## config.mk

```make
export PLATFORM = sky130hd
export DESIGN_NAME = axi_read_data_channel_flat
export DESIGN_NICKNAME = d
export VERILOG_FILES = /design/src/rtl/axi_read_data_channel_pkg.sv /design/src/rtl/axi_read_data_channel_if.sv /design/src/rtl/axi_read_data_channel_fifo.sv /design/src/rtl/axi_read_data_channel.sv /design/src/flat_wrapper.sv
export SDC_FILE = /design/constraint.sdc
export NUM_CORES = 2
export LEC_CHECK = 0
export CAP_MARGIN = 20
export CORE_MARGIN = 4
export CORE_UTILIZATION = 56
export DETAILED_ROUTE_END_ITERATION = 16
export PLACE_DENSITY = 0.8
export SYNTH_ARGS = -nofsm -noshare
export SYNTH_HDL_FRONTEND = slang
export SYNTH_HIERARCHICAL = 1
export SYNTH_SLANG_ARGS = --single-unit
```

## constraint.sdc

```tcl
create_clock -name M_AXI_ACLK -period 5.3 [get_ports M_AXI_ACLK]
set_input_delay 1.325 -clock M_AXI_ACLK [delete_from_list [all_inputs] [get_ports M_AXI_ACLK]]
set_output_delay 1.325 -clock M_AXI_ACLK [all_outputs]
set_load 0.02 [all_outputs]
```

## src/rtl/axi_read_data_channel_pkg.sv

```systemverilog
`default_nettype none
// ============================================================================
//  Module      : axi_read_data_channel_pkg
//  Description : Shared constants, RRESP codes, FSM state type and clogb2
//                helper for the AXI4 read-data channel consumer.
//  Revision    : 1.0 - initial release
// ============================================================================
package axi_read_data_channel_pkg;

  // System-level AXI master configuration
  localparam int C_M_AXI_DATA_WIDTH = 64;
  localparam int C_M_AXI_BURST_LEN  = 16;

  // RRESP encodings
  localparam logic [1:0] RRESP_OKAY   = 2'b00;
  localparam logic [1:0] RRESP_SLVERR = 2'b10;
  localparam logic [1:0] RRESP_DECERR = 2'b11;

  // Receive FSM: either waiting for a burst to be issued or collecting its beats
  typedef enum logic [0:0] {
    ST_IDLE = 1'b0,
    ST_RECV = 1'b1
  } rd_state_e;

  // Number of address bits needed to index 'value' entries
  function automatic int clogb2(input int value);
    int res;
    res = 0;
    for (int v = value - 1; v > 0; v = v >> 1) begin
      res = res + 1;
    end
    return res;
  endfunction

endpackage
`default_nettype wire

```

## src/rtl/axi_read_data_channel_if.sv

```systemverilog
`default_nettype none
// ============================================================================
//  Module      : axi_read_data_channel_if
//  Description : AXI4 read-data (R) channel bundle. The master modport is the
//                AXI slave/interconnect side producing beats; the slave modport
//                is the consumer that accepts them.
//  Revision    : 1.0 - initial release
// ============================================================================
interface axi_read_data_channel_if #(
  parameter int DATA_WIDTH = 64
);

  logic [DATA_WIDTH-1:0] rdata;
  logic [1:0]            rresp;
  logic                  rlast;
  logic                  rvalid;
  logic                  rready;

  modport master (
    output rdata,
    output rresp,
    output rlast,
    output rvalid,
    input  rready
  );

  modport slave (
    input  rdata,
    input  rresp,
    input  rlast,
    input  rvalid,
    output rready
  );

endinterface
`default_nettype wire

```

## src/rtl/axi_read_data_channel_fifo.sv

```systemverilog
`default_nettype none
// ============================================================================
//  Module      : axi_read_data_channel_fifo
//  Description : Synchronous first-word-fall-through FIFO. The head entry is
//                visible on dout whenever empty is low. Pushes while full and
//                pops while empty are ignored.
//  Revision    : 1.0 - initial release
// ============================================================================
module axi_read_data_channel_fifo
  import axi_read_data_channel_pkg::*;
#(
  parameter int DATA_WIDTH = 64,
  parameter int DEPTH      = 64
) (
  input  wire logic                    clk,
  input  wire logic                    rst,
  input  wire logic                    push,
  input  wire logic [DATA_WIDTH-1:0]   din,
  input  wire logic                    pop,
  output logic      [DATA_WIDTH-1:0]   dout,
  output logic                         full,
  output logic                         empty,
  output logic      [clogb2(DEPTH):0]  count
);

  localparam int c_addr_w = clogb2(DEPTH);

  logic [DATA_WIDTH-1:0] r_mem [DEPTH];
  logic [c_addr_w-1:0]   r_wr_ptr;
  logic [c_addr_w-1:0]   r_rd_ptr;
  logic [c_addr_w:0]     r_count;
  logic                  w_push;
  logic                  w_pop;

  assign full   = (r_count == (c_addr_w + 1)'(DEPTH));
  assign empty  = (r_count == '0);
  assign count  = r_count;
  assign w_push = push && !full;
  assign w_pop  = pop && !empty;
  assign dout   = r_mem[r_rd_ptr];

  // Storage array; no reset needed since entries are only read once valid
  always_ff @(posedge clk) begin
    if (w_push) begin
      r_mem[r_wr_ptr] <= din;
    end
  end

  // Pointers wrap naturally because DEPTH is a power of two
  always_ff @(posedge clk) begin
    if (rst) begin
      r_wr_ptr <= '0;
      r_rd_ptr <= '0;
      r_count  <= '0;
    end else begin
      if (w_push) begin
        r_wr_ptr <= r_wr_ptr + c_addr_w'(1);
      end
      if (w_pop) begin
        r_rd_ptr <= r_rd_ptr + c_addr_w'(1);
      end
      case ({w_push, w_pop})
        2'b10:   r_count <= r_count + (c_addr_w + 1)'(1);
        2'b01:   r_count <= r_count - (c_addr_w + 1)'(1);
        default: r_count <= r_count;
      endcase
    end
  end

endmodule
`default_nettype wire

```

## src/rtl/axi_read_data_channel.sv

```systemverilog
`default_nettype none
// ============================================================================
//  Module      : axi_read_data_channel
//  Description : AXI4 R-channel consumer. Buffers beats in an FWFT FIFO,
//                presents them as a valid/ready stream, requests a new burst
//                only when a full burst of FIFO space is guaranteed, and
//                flags misplaced RLAST and non-OKAY RRESP (sticky).
//                Optional macro RD_DATA_CHANNEL_STATS_EN adds free-running
//                burst/beat/stall counters.
//  Revision    : 1.0 - initial release
// ============================================================================
module axi_read_data_channel
  import axi_read_data_channel_pkg::*;
#(
  parameter int DATA_WIDTH = C_M_AXI_DATA_WIDTH,
  parameter int BURST_LEN  = C_M_AXI_BURST_LEN,
  parameter int FIFO_DEPTH = 64
) (
  input  wire logic                  M_AXI_ACLK,
  input  wire logic                  M_AXI_ARESET,
  input  wire logic                  enable,
  input  wire logic                  ar_fire,
  output logic                       rd_en,
  axi_read_data_channel_if.slave     rch,
  output logic [DATA_WIDTH-1:0]      dout,
  output logic                       dout_valid,
  input  wire logic                  dout_ready,
  output logic                       rlast_err,
  output logic                       rresp_err,
`ifdef RD_DATA_CHANNEL_STATS_EN
  output logic [31:0]                stat_bursts,
  output logic [31:0]                stat_beats,
  output logic [31:0]                stat_stall,
`endif
  output logic                       busy
);

  localparam int c_cnt_w  = clogb2(FIFO_DEPTH) + 1;
  localparam int c_beat_w = clogb2(BURST_LEN);

  rd_state_e             r_state;
  logic [c_beat_w-1:0]   r_beat_cnt;
  logic [c_cnt_w-1:0]    r_reserved;
  logic                  r_rd_en;
  logic                  r_rlast_err;
  logic                  r_rresp_err;

  logic [c_cnt_w-1:0]    w_count;
  logic [c_cnt_w:0]      w_free;
  logic                  w_free_ok;
  logic                  w_full;
  logic                  w_empty;
  logic                  w_beat;
  logic                  w_pop;
  logic                  w_last_slot;
  logic                  w_burst_end;
  logic                  w_resp_bad;

  // Beats are only accepted while collecting a burst and never into a full FIFO
  assign rch.rready  = (r_state == ST_RECV) && !w_full;
  assign w_beat      = rch.rvalid && rch.rready;
  assign w_pop       = dout_valid && dout_ready;
  assign w_last_slot = (r_beat_cnt == c_beat_w'(BURST_LEN - 1));
  // A burst ends on RLAST or, if RLAST is missing, after BURST_LEN beats
  assign w_burst_end = w_beat && (rch.rlast || w_last_slot);
  assign w_resp_bad  = (rch.rresp == RRESP_SLVERR) || (rch.rresp == RRESP_DECERR);

  assign w_free    = (c_cnt_w + 1)'(FIFO_DEPTH) - {1'b0, w_count} - {1'b0, r_reserved};
  assign w_free_ok = (w_free >= (c_cnt_w + 1)'(BURST_LEN));

  assign rd_en      = r_rd_en;
  assign rlast_err  = r_rlast_err;
  assign rresp_err  = r_rresp_err;
  assign dout_valid = !w_empty;
  assign busy       = (r_state != ST_IDLE) || (w_count != '0);

  axi_read_data_channel_fifo #(
    .DATA_WIDTH (DATA_WIDTH),
    .DEPTH      (FIFO_DEPTH)
  ) u_fifo (
    .clk   (M_AXI_ACLK),
    .rst   (M_AXI_ARESET),
    .push  (w_beat),
    .din   (rch.rdata),
    .pop   (w_pop),
    .dout  (dout),
    .full  (w_full),
    .empty (w_empty),
    .count (w_count)
  );

  // Burst FSM with registered burst request and sticky integrity flags
  always_ff @(posedge M_AXI_ACLK) begin
    if (M_AXI_ARESET) begin
      r_state     <= ST_IDLE;
      r_beat_cnt  <= '0;
      r_rd_en     <= 1'b0;
      r_rlast_err <= 1'b0;
      r_rresp_err <= 1'b0;
    end else begin
      r_rd_en <= enable && w_free_ok && (r_state == ST_IDLE) && !ar_fire;
      case (r_state)
        ST_IDLE: begin
          if (ar_fire) begin
            r_state    <= ST_RECV;
            r_beat_cnt <= '0;
          end
        end
        ST_RECV: begin
          if (w_beat) begin
            r_beat_cnt <= r_beat_cnt + c_beat_w'(1);
            if (rch.rlast != w_last_slot) begin
              r_rlast_err <= 1'b1;
            end
            if (w_burst_end) begin
              r_state <= ST_IDLE;
            end
          end
        end
        default: r_state <= ST_IDLE;
      endcase
      if (w_beat && w_resp_bad) begin
        r_rresp_err <= 1'b1;
      end
    end
  end

  // Space promised to the outstanding burst; released beat by beat and
  // dropped entirely when the burst ends, so an early RLAST cannot leak space
  always_ff @(posedge M_AXI_ACLK) begin
    if (M_AXI_ARESET) begin
      r_reserved <= '0;
    end else if (w_burst_end) begin
      r_reserved <= ar_fire ? c_cnt_w'(BURST_LEN) : '0;
    end else begin
      case ({ar_fire, w_beat})
        2'b10:   r_reserved <= r_reserved + c_cnt_w'(BURST_LEN);
        2'b01:   r_reserved <= r_reserved - c_cnt_w'(1);
        2'b11:   r_reserved <= r_reserved + c_cnt_w'(BURST_LEN - 1);
        default: r_reserved <= r_reserved;
      endcase
    end
  end

`ifdef RD_DATA_CHANNEL_STATS_EN
  // Free-running traffic statistics, wrapping at 2^32
  always_ff @(posedge M_AXI_ACLK) begin
    if (M_AXI_ARESET) begin
      stat_bursts <= '0;
      stat_beats  <= '0;
      stat_stall  <= '0;
    end else begin
      if (w_beat && rch.rlast) begin
        stat_bursts <= stat_bursts + 32'd1;
      end
      if (w_beat) begin
        stat_beats <= stat_beats + 32'd1;
      end
      if (rch.rvalid && !rch.rready) begin
        stat_stall <= stat_stall + 32'd1;
      end
    end
  end
`endif

endmodule
`default_nettype wire

```

## src/flat_wrapper.sv

```systemverilog
// flat-port wrapper written by rule: the top's interface ports become plain ports
module axi_read_data_channel_flat import axi_read_data_channel_pkg::*;
#(
  parameter int DATA_WIDTH = C_M_AXI_DATA_WIDTH,
  parameter int BURST_LEN  = C_M_AXI_BURST_LEN,
  parameter int FIFO_DEPTH = 64
)
  (M_AXI_ACLK, M_AXI_ARESET, enable, ar_fire, rd_en, dout, dout_valid, dout_ready, rlast_err, rresp_err, busy, rch_rdata, rch_rresp, rch_rlast, rch_rvalid, rch_rready);
  axi_read_data_channel_if #(.DATA_WIDTH(DATA_WIDTH)) rch_i ();
  input  wire logic M_AXI_ACLK;
  input  wire logic M_AXI_ARESET;
  input  wire logic enable;
  input  wire logic ar_fire;
  output logic rd_en;
  output logic [DATA_WIDTH-1:0] dout;
  output logic dout_valid;
  input  wire logic dout_ready;
  output logic rlast_err;
  output logic rresp_err;
  output logic busy;
  input wire logic [$bits(rch_i.rdata)-1:0] rch_rdata;
  input wire logic [$bits(rch_i.rresp)-1:0] rch_rresp;
  input wire logic [$bits(rch_i.rlast)-1:0] rch_rlast;
  input wire logic [$bits(rch_i.rvalid)-1:0] rch_rvalid;
  output wire logic [$bits(rch_i.rready)-1:0] rch_rready;
  assign rch_i.rdata = rch_rdata;
  assign rch_i.rresp = rch_rresp;
  assign rch_i.rlast = rch_rlast;
  assign rch_i.rvalid = rch_rvalid;
  assign rch_rready = rch_i.rready;
  axi_read_data_channel #(.DATA_WIDTH(DATA_WIDTH), .BURST_LEN(BURST_LEN), .FIFO_DEPTH(FIFO_DEPTH)) u_core (.M_AXI_ACLK(M_AXI_ACLK), .M_AXI_ARESET(M_AXI_ARESET), .enable(enable), .ar_fire(ar_fire), .rd_en(rd_en), .rch(rch_i), .dout(dout), .dout_valid(dout_valid), .dout_ready(dout_ready), .rlast_err(rlast_err), .rresp_err(rresp_err), .busy(busy));
endmodule
```

==> flow_metrics.py <==
metrics = {
    "synthesis": {
        "synthAdderAreaFrac": 0.002037,
        "async_flop_share": 0,
        "syn_inst": 6788,
        "synth-edff-count": 4096,
        "synth_mux_area_frac": 0.1549,
        "synth_flop_cell": "edfxtp_1",
        "syn-num-nets": 6886,
        "synth_compound_area_frac": 0.02832,
        "avgSynthCellArea_um2": 23.16,
        "netlist_area_um2": 157200,
        "yosysUniqueCellTypes": 65,
        "yosys.area_share.xor_xnor": 0.001281,
        "synthSimpleGateAreaFrac": 0.01325,
        "yosys_warnings": 6,
        "synth-seq-cells": 4136,
        "seq_area_frac_synth": 0.7873,
        "synth_top_family_by_area": "multiplexers",
    },
    "global_route": {
        "grt_max_degree": 107,
        "grt_overflow": 0,
        "grt_pass1_wl_mm": 662.9,
        "grt_usage": 0.3307,
        "antenna_found_initial": 41,
        "grt_pass1_vias": 84725,
    },
    "timing": {
        "worst_hold_slack_ns": 0.4916,
        "slew_violations": 0,
        "setup_viol": 1,
        "fin_tns_setup_ns": -0.01148,
        "worst_pin_slew_ns": 1.124,
        "timing.final.ws_setup_ns": -0.01148,
        "slew_headroom": 0.2508,
        "min_period_over_period": 1.002,
        "hold_violations": 0,
        "period_needed_ns": 5.311,
        "fin_skew_ns": 0.07978,
        "max_freq_mhz": 188.3,
        "rsz0062_at_grt": "yes",
    },
    "layout": {
        "fillers": 16427,
        "stdcell_area_um2": 179700,
        "layout-drive-gt1-share": 0.2906,
        "utilization": 0.6432,
        "num-nets-final": 7418,
        "instances_no_fill": 11401,
        "layout_commonest_cell": "edfxtp_1",
        "final_cell_mix": "4096 x edfxtp_1, 1018 x mux4_2, 397 x clkbuf_16",
        "syn_to_final_growth_pct": 14.29,
    },
    "placed_design": {
        "gp_congestion": 0.8247,
        "hpwlAfterDp_mm": 225.5,
        "dpl-instance-area_um2": 166000,
        "place_ws_ns": 0.5940,
        "place_inst": 10607,
        "io_buffers": 141,
    },
    "drt": {
        "drc": 0,
        "post_drt_wl_per_cell_um": 42.36,
        "wirelength_mm": 482.9,
        "postRouteAntennaNets": 0,
        "drtIter0Drc": 16425,
        "num_vias": 84785,
        "dr.pass1.iters": 8,
        "vias_per_cell": 7.437,
    },
    "floorplanning": {
        "rows": 194,
        "core_region_area_um2": 279400,
        "die_height_um": 537.9,
        "initial_core_util": 0.5628,
        "die_area_um2": 289300,
        "die_w_um": 537.9,
        "ios": 143,
    },
    "clock_tree": {
        "cts_root_buffer": "clkbuf_16",
        "clock_sinks": 4136,
        "path_clk_slew_ns": 0.06,
        "worstSkewPairLatency_ns": 0.96,
        "ctsLongestPathBuffers": 4,
        "numCtsBuffers": 387,
        "h-tree-depth": 5,
        "cts_hold_buf": 0,
        "cts_tree": "built",
    },
    "worst_setup_path": {
        "crit_chain": "nor2b_4, buf_12, nand3_1, o211a_1, clkdlybuf4s50_1",
        "cp-start-kind": "flop",
        "cp_slowest_stage_delay_ns": 0.83,
        "crit_arrival_ns": 3.99,
        "critPathCaptureType": "output port",
        "crit_type": "reg -> out",
        "cpMaxStageDelayCell": "dfxtp_4",
        "cp.required_ns": 3.97,
        "worstPathMaxFanout": 39,
    },
    "hold_path": {
        "min_path_type": "reg -> reg",
    },
    "pwr": {
        "p_leak_nw": 54.48,
        "vdd_drop_max_mv": 0.3642,
        "power.total_mw": 65.25,
        "p_per_area_nw_per_um2": 363.1,
    },
    "outcome": {
        "status": "complete, but fails checks",
        "violations": "negative setup slack",
    },
    "flow_run": {
        "maxCapViolCount": 0,
    },
}
-- area by class of cell --
| type | count | area (µm²) | share of cell area |
|---|---|---|---|
| Sequential cell | 4136 | 123800 | 0.6890 |
| Timing Repair Buffer | 531 | 6502 | 0.03618 |
| Clock inverter | 236 | 2320 | 0.01291 |
| Tap cell | 3724 | 4659 | 0.02593 |
| Antenna cell | 38 | 95.09 | 0.0005291 |
| Clock buffer | 472 | 10200 | 0.05677 |
| Multi-Input combinational cell | 2240 | 32020 | 0.1782 |
| Inverter | 24 | 90.09 | 0.0005013 |
-- path summary, 6_finish.rpt --
check                                 startpoint                                  end  slack, ns  depth (start not counted)
max reg2reg  u_core/u_fifo/count[2]$_SDFFE_PP0P_  u_core/u_fifo/count[4]$_SDFFE_PP0P_       1.09                         16
max                                         flop                             dout[36]      -0.01                          5
min reg2reg        u_core/rlast_err$_SDFFE_PP0P_        u_core/rlast_err$_SDFFE_PP0P_       0.49                          2
min                u_core/rlast_err$_SDFFE_PP0P_        u_core/rlast_err$_SDFFE_PP0P_       0.49                          2
-- worst max-delay path, delay by kind of cell (launching register included) --
kind / cells / cell delay [ns]
AO/OA/AOI/OAI: 1 / 0.30
buffers and inverters: 2 / 0.99
flip-flops: 1 / 0.83
AND/OR/NAND/NOR: 2 / 0.83
-- cell usage after synthesis (4+ instances only) --
cell | count | share of area
nor2_1 | 100 | 0.0024
o211a_1 | 29 | 0.0018
a22oi_1 | 253 | 0.012
buf_6 | 5 | 0.00036
xor2_1 | 16 | 0.00089
o22ai_1 | 58 | 0.0023
buf_2 | 172 | 0.0055
xnor2_1 | 7 | 0.00039
o211ai_1 | 14 | 0.00067
nor4_1 | 6 | 0.00024
buf_1 | 19 | 0.00045
nand2b_1 | 20 | 0.00080
a31oi_1 | 4 | 0.00016
o21ai_0 | 8 | 0.00025
mux2_2 | 42 | 0.0030
nor3_1 | 6 | 0.00019
or3_1 | 4 | 0.00016
nand2_1 | 43 | 0.0010
a211oi_1 | 27 | 0.0013
o221ai_1 | 73 | 0.0041
a211o_1 | 5 | 0.00028
mux4_2 | 1018 | 0.15
a221oi_1 | 8 | 0.00045
nand4_1 | 7 | 0.00028
nand3_1 | 132 | 0.0042
dfxtp_1 | 40 | 0.0051
clkbuf_1 | 129 | 0.0031
mux2i_1 | 95 | 0.0060
ha_1 | 24 | 0.0019
nand3b_1 | 5 | 0.00024
edfxtp_1 | 4096 | 0.78
and2_1 | 4 | 0.00016
nor2b_1 | 41 | 0.0016
inv_1 | 23 | 0.00055
buf_4 | 60 | 0.0029
o21ai_1 | 42 | 0.0013
a21oi_1 | 90 | 0.0029
and3_1 | 28 | 0.0011
-- kinds of logic after synthesis --
| logic type | count (synthesis) |
|---|---|
| multiplexers | 1155 |
| AO/OA/AOI/OAI | 624 |
| flip-flops | 4136 |
| adder cells (fa/ha/maj) | 25 |
| XOR/XNOR | 23 |
| buffers and inverters | 412 |
| AND/OR/NAND/NOR | 413 |
-- report_power, final --
part | switching [mW] | internal (mW) | leakage (nW) | total [mW]
clock network | 12.3 | 15.7 | 6.11 | 28.0
registers | 0.0229 | 36.0 | 37.1 | 36.0
logic | 0.841 | 0.398 | 11.2 | 1.24
-- flip-flops by register name, indices dropped and copies added, names as in the netlist, named ones only --
register	count
u_core/u_fifo/r_mem	4096
u_core/r_reserved	7
u_core/u_fifo/count	7
u_core/u_fifo/r_rd_ptr	6
u_core/u_fifo/r_wr_ptr	6
u_core/r_beat_cnt	4
u_core/r_state	1
u_core/rd_en	1
u_core/rlast_err	1
u_core/rresp_err	1
-- metal layers --
metal,global-route usage,part of all wire
met1,0.4167,0.30
met2,0.5074,0.47
met3,0.1021,0.15
met4,0.2061,0.072
met5,0,0.00019
-- timing repair --
item | 4_1_cts | 5_1_grt
cloned | 0 | 3
endpoints found under the setup margin | 64 | 23
setup buffers | 12 | 5
resized for setup | 22 | 24
(Power assumes the default switching activity.)
